[src/rtl/round_key_store.sv]
// AES-128 iterative key expansion into an 11-slot round-key file.
// One key_gen step per cycle; a registered read port serves the stored keys.

module key_gen (
    input  logic [3:0]   round,
    input  logic [127:0] key_in,
    output logic [127:0] key_out
);

    function automatic logic [7:0] xt(input logic [7:0] a);
        return {a[6:0], 1'b0} ^ (8'h1b & {8{a[7]}});
    endfunction

    function automatic logic [7:0] gf_mul(input logic [7:0] a, input logic [7:0] b);
        logic [7:0] r;
        logic [7:0] p;
        r = 8'h00;
        p = a;
        for (int i = 0; i < 8; i++) begin
            if (b[i]) r = r ^ p;
            p = xt(p);
        end
        return r;
    endfunction

    // Multiplicative inverse as a^254; zero maps to zero.
    function automatic logic [7:0] gf_inv(input logic [7:0] a);
        logic [7:0] r;
        logic [7:0] p;
        logic [7:0] e;
        r = 8'h01;
        p = a;
        e = 8'hfe;
        for (int i = 0; i < 8; i++) begin
            if (e[i]) r = gf_mul(r, p);
            p = gf_mul(p, p);
        end
        return r;
    endfunction

    function automatic logic [7:0] sbox(input logic [7:0] a);
        logic [7:0] b;
        b = gf_inv(a);
        return b ^ {b[6:0], b[7]} ^ {b[5:0], b[7:6]}
                 ^ {b[4:0], b[7:5]} ^ {b[3:0], b[7:4]} ^ 8'h63;
    endfunction

    logic [7:0]  rcon;
    logic [31:0] w0, w1, w2, w3;
    logic [31:0] rot, temp;
    logic [31:0] n0, n1, n2, n3;

    // Round constant for the round being generated.
    always_comb begin
        rcon = 8'h00;
        unique case (round)
            4'd0:    rcon = 8'h01;
            4'd1:    rcon = 8'h02;
            4'd2:    rcon = 8'h04;
            4'd3:    rcon = 8'h08;
            4'd4:    rcon = 8'h10;
            4'd5:    rcon = 8'h20;
            4'd6:    rcon = 8'h40;
            4'd7:    rcon = 8'h80;
            4'd8:    rcon = 8'h1b;
            4'd9:    rcon = 8'h36;
            default: rcon = 8'h00;
        endcase
    end

    // One AES-128 key schedule step: four new words from the previous four.
    always_comb begin
        {w0, w1, w2, w3} = key_in;
        rot  = {w3[23:0], w3[31:24]};
        temp = {sbox(rot[31:24]) ^ rcon, sbox(rot[23:16]),
                sbox(rot[15:8]), sbox(rot[7:0])};
        n0 = w0 ^ temp;
        n1 = w1 ^ n0;
        n2 = w2 ^ n1;
        n3 = w3 ^ n2;
        key_out = {n0, n1, n2, n3};
    end

endmodule

module round_key_store #(
    parameter bit REVERSE = 1'b1
) (
    input  logic         clk,
    input  logic         rst,
    input  logic [127:0] key_in,
    input  logic         key_valid,
    output logic         key_ready,
    output logic         busy,
    output logic         keys_ready,
    input  logic         rd_en,
    input  logic [3:0]   rd_idx,
    output logic [127:0] rd_key,
    output logic         rd_valid,
    output logic         rd_err
);

    typedef enum logic [1:0] {
        IDLE   = 2'd0,
        EXPAND = 2'd1,
        READY  = 2'd2
    } state_t;

    state_t       state;
    state_t       state_nxt;
    logic [3:0]   cnt;
    logic [127:0] slot [0:10];
    logic [127:0] gen_out;
    logic [3:0]   ridx;
    logic         load;

    assign load = key_valid && key_ready;
    assign ridx = REVERSE ? (4'd10 - rd_idx) : rd_idx;

    key_gen u_key_gen (
        .round   (cnt),
        .key_in  (slot[cnt]),
        .key_out (gen_out)
    );

    // State register.
    always_ff @(posedge clk) begin
        if (rst) state <= IDLE;
        else     state <= state_nxt;
    end

    // Next-state: loads are only taken outside EXPAND.
    always_comb begin
        state_nxt = state;
        unique case (state)
            IDLE:    if (load) state_nxt = EXPAND;
            EXPAND:  if (cnt == 4'd9) state_nxt = READY;
            READY:   if (load) state_nxt = EXPAND;
            default: state_nxt = IDLE;
        endcase
    end

    // Status outputs decoded from state.
    always_comb begin
        key_ready  = 1'b1;
        busy       = 1'b0;
        keys_ready = 1'b0;
        unique case (state)
            IDLE:    ;
            EXPAND:  begin key_ready = 1'b0; busy = 1'b1; end
            READY:   keys_ready = 1'b1;
            default: ;
        endcase
    end

    // Round counter for the expansion walk.
    always_ff @(posedge clk) begin
        if (rst)                  cnt <= 4'd0;
        else if (load)            cnt <= 4'd0;
        else if (state == EXPAND) cnt <= cnt + 4'd1;
    end

    // Slot file: no reset, a fresh load rewrites every entry.
    always_ff @(posedge clk) begin
        if (!rst && load) slot[0] <= key_in;
        for (int i = 1; i < 11; i++) begin
            if (!rst && state == EXPAND && cnt == 4'(i - 1))
                slot[i] <= gen_out;
        end
    end

    // Registered read port, judged on pre-edge state.
    always_ff @(posedge clk) begin
        if (rst) begin
            rd_key   <= '0;
            rd_valid <= 1'b0;
            rd_err   <= 1'b0;
        end else begin
            rd_valid <= rd_en;
            rd_err   <= 1'b0;
            if (rd_en) begin
                if (rd_idx > 4'd10 || !keys_ready) begin
                    rd_key <= '0;
                    rd_err <= 1'b1;
                end else begin
                    rd_key <= slot[ridx];
                end
            end
        end
    end

endmodule

[config.mk]
export PLATFORM = sky130hd
export DESIGN_NAME = round_key_store
export DESIGN_NICKNAME = d
export VERILOG_FILES = /design/src/rtl/round_key_store.sv
export SDC_FILE = /design/constraint.sdc
export NUM_CORES = 2
export LEC_CHECK = 0
export BUFFER_PORTS_ARGS = -buffer_cell sky130_fd_sc_hd__buf_2
export CAP_MARGIN = 30
export CORE_ASPECT_RATIO = 0.7
export CORE_MARGIN = 5
export CORE_UTILIZATION = 40
export DETAILED_ROUTE_END_ITERATION = 12
export PLACE_DENSITY = 0.58
export SETUP_SLACK_MARGIN = 0.15
export SKIP_CTS_REPAIR_TIMING = 1
export SLEW_MARGIN = 20
export SYNTH_ARGS = -nofsm -noshare
export SYNTH_HDL_FRONTEND = slang
export SYNTH_SLANG_ARGS = --single-unit
[constraint.sdc]
create_clock -name clk -period 20.3 [get_ports clk]
set_input_delay 3.045 -clock clk [delete_from_list [all_inputs] [get_ports clk]]
set_output_delay 3.045 -clock clk [all_outputs]
set_load 0.05 [all_outputs]
==> results.sh <==
export IMPL_status="finished clean"
export IMPL_dieWidth_um=687
export IMPL_clock_latency_ns=0.80
export IMPL_die_area_um2=332000
export IMPL_place_gp_congestion=0.928
export IMPL_fin_nets=12300
export IMPL_period_needed_ns=19.42
export IMPL_antenna_found_initial=39
export IMPL_endpoint_kind="register"
export IMPL_synth_flop_cell="edfxtp_1"
export IMPL_vias=98900
export IMPL_cpMaxStageDelayCell="xor3_1"
export IMPL_max_stage_delay_ns=0.72
export IMPL_start_util=0.403
export IMPL_h_tree_depth=4
export IMPL_synth_warnings=0
export IMPL_grt_max_degree=124
export IMPL_syn_area_um2=128000
export IMPL_synthToLayoutAreaGrowth_pct=10.2
export IMPL_finalCritPeriodShare=0.956
export IMPL_gr_total_overflow=0
export IMPL_hold_path_class="register to register"
export IMPL_slew_viol_final=0
export IMPL_avgRoutedWirePerCell_um=25.9
export IMPL_place_inst=16100
export IMPL_track_usage=0.245
export IMPL_cts_clk_slew_worst_paths_ns=0.06
export IMPL_rsz0062_at_grt="no"
export IMPL_yosys_top_cells_count="xnor2_1, edfxtp_1, nor2_1"
export IMPL_fin_area_um2=141000
export IMPL_numPortBuffers=268
export IMPL_grt_pass1_vias=94300
export IMPL_critPathRequiredTime_ns=20.79
export IMPL_syn_inst=12000
export IMPL_cts_buffers=150
export IMPL_setup_violations=0
export IMPL_max_cap_viol_count=0
export IMPL_rows=173
export IMPL_stdcell_count=16500
export IMPL_drtIter0Drc=11700
export IMPL_worst_slew_pin_transition_ns=1.07
export IMPL_cts_sinks=1556
export IMPL_vias_per_cell=6.01
export IMPL_synth_area_top_cells="edfxtp_1, xnor2_1, mux4_2"
export IMPL_yosysTopAreaCell="edfxtp_1"
export IMPL_drt_wl_total_mm=426
export IMPL_seq_area_frac_synth=0.353
export IMPL_synth_distinct_cells=142
export IMPL_cp_buffers_inverters=9
export IMPL_io_pins=269
export IMPL_yosysTopAreaCellShare=0.330
export IMPL_grt_pass1_wl_mm=630
export IMPL_clock_fmax_mhz=51.5
export IMPL_core_um2=318000
export IMPL_root_buffer="clkbuf_16"
export IMPL_placed_area_um2=136000
export IMPL_yosys_cell_count_top_type="xnor2_1"
export IMPL_cts_max_path_buffers=4
export IMPL_ant_nets=0
export IMPL_drt_first_pass_iters=8
export IMPL_drive_gt1_frac=0.172
export IMPL_ys_ff_latch=1556
export IMPL_cts_tree="built"
export IMPL_worst_r2r_setup_slack_ns=0.88
export IMPL_hpwl_mm=287
export IMPL_synth_edf_count=1408
export IMPL_async_reset_ff_frac=0
export IMPL_crit_top_cell="xnor2_1"
export IMPL_syn_area_per_cell_um2=10.7
export IMPL_crit_arrival_ns=19.91
export IMPL_synth_nets=12100
export IMPL_crit_family="XOR/XNOR gates"
export IMPL_drc=0
export IMPL_relSlewSlack=0.285
export IMPL_hold_violations=0
export IMPL_cp_max_fo=32
export IMPL_critPathLaunchType="register"
export IMPL_dieHeight_um=484
export IMPL_skew_ns=0.0737
export IMPL_crit_type="register to register"
[final cells by class]
| type | count | area, µm² |
|---|---|---|
| Antenna cell | 19 | 47.5 |
| Clock buffer | 204 | 4150 |
| Clock inverter | 59 | 556 |
| Fill cell | 29400 | 177000 |
| Inverter | 99 | 373 |
| Multi-Input combinational cell | 9490 | 79700 |
| Sequential cell | 1556 | 45300 |
| Tap cell | 4200 | 5260 |
| Timing Repair Buffer | 825 | 5830 |
[routing by layer]
layer / global-route usage / routed length (µm) / vias to the layer above
met5: 0 / 130 / -
met4: 0.0573 / 10000 / 20
met3: 0.0494 / 40900 / 540
met2: 0.374 / 189000 / 4996
met1: 0.358 / 186000 / 49500
li1: - / - / 43800
[placed cells by master (no fill, tap or decap), types with 188 or more instances in the layout]
master	n
a21oi_1	589
buf_2	275
buf_4	506
edfxtp_1	1408
mux2i_1	714
mux4_2	498
nand2_1	1168
nand2b_1	193
nand3_1	188
nor2_1	1166
o211ai_1	194
o21ai_0	593
xnor2_1	1624
xnor3_1	263
xor2_1	442
[stage by stage]
step | setup TNS, ns | worst slack (ns) | utilization | hold WS (ns)
after detailed placement | -3.51 | -0.196 | 0.426 | 0.459
after floorplan | 0 | 3.03 | - | 0.512
after CTS | -7.82 | -0.355 | 0.441 | 0.470
final | 0 | 0.883 | 0.444 | 0.469
after global routing | 0 | 0.116 | 0.444 | 0.485
after global placement | -5.25 | -0.219 | 0.426 | 0.456
[kinds of logic after synthesis]
| group | Yosys count | share of synthesized area |
|---|---|---|
| AND/OR/NAND/NOR | 3250 | 0.111 |
| XOR/XNOR | 2711 | 0.240 |
| AO/OA/AOI/OAI | 2196 | 0.109 |
| flip-flops | 1556 | 0.353 |
| multiplexers | 1304 | 0.153 |
| buffers and inverters | 923 | 0.0318 |
| adder cells (fa/ha/maj) | 29 | 0.00273 |
[worst reg2reg max path: cells and delay by family (launching register included)]
kind / cells / cell delay, ns
DFF: 1 / 0.59
AOI/OAI and AO/OA: 7 / 1.13
buffers and inverters: 9 / 2.66
xor gates and xnor gates: 32 / 12.17
and+or+nand+nor: 4 / 0.70
adders and majority gates: 2 / 0.90
muxes: 3 / 1.03
[flip-flops by register name, summed over array words and instances (netlist names), named ones only]
| signal | flops |
|---|---|
| cnt | 4 |
| u_key_gen.rcon | 8 |
| slot | 1408 |
| rd_key | 128 |
| rd_err | 1 |
| state | 2 |
| rd_valid | 1 |
[final timing paths]
| check | startpoint | to | cells after the start |
|---|---|---|---|
| setup / recovery | register | slot[8][21]$_DFFE_PP_ | 57 |
| hold / removal | rd_key[76]$_SDFFE_PP0P_ | rd_key[76]$_SDFFE_PP0P_ | 2 |
| setup reg to reg | register | slot[8][21]$_DFFE_PP_ | 57 |
| hold reg to reg | rd_key[76]$_SDFFE_PP0P_ | rd_key[76]$_SDFFE_PP0P_ | 2 |
Power is left out: the tool's default activity adds up to more than one toggle a clock period on the data nets, which glitch-free logic cannot reach.
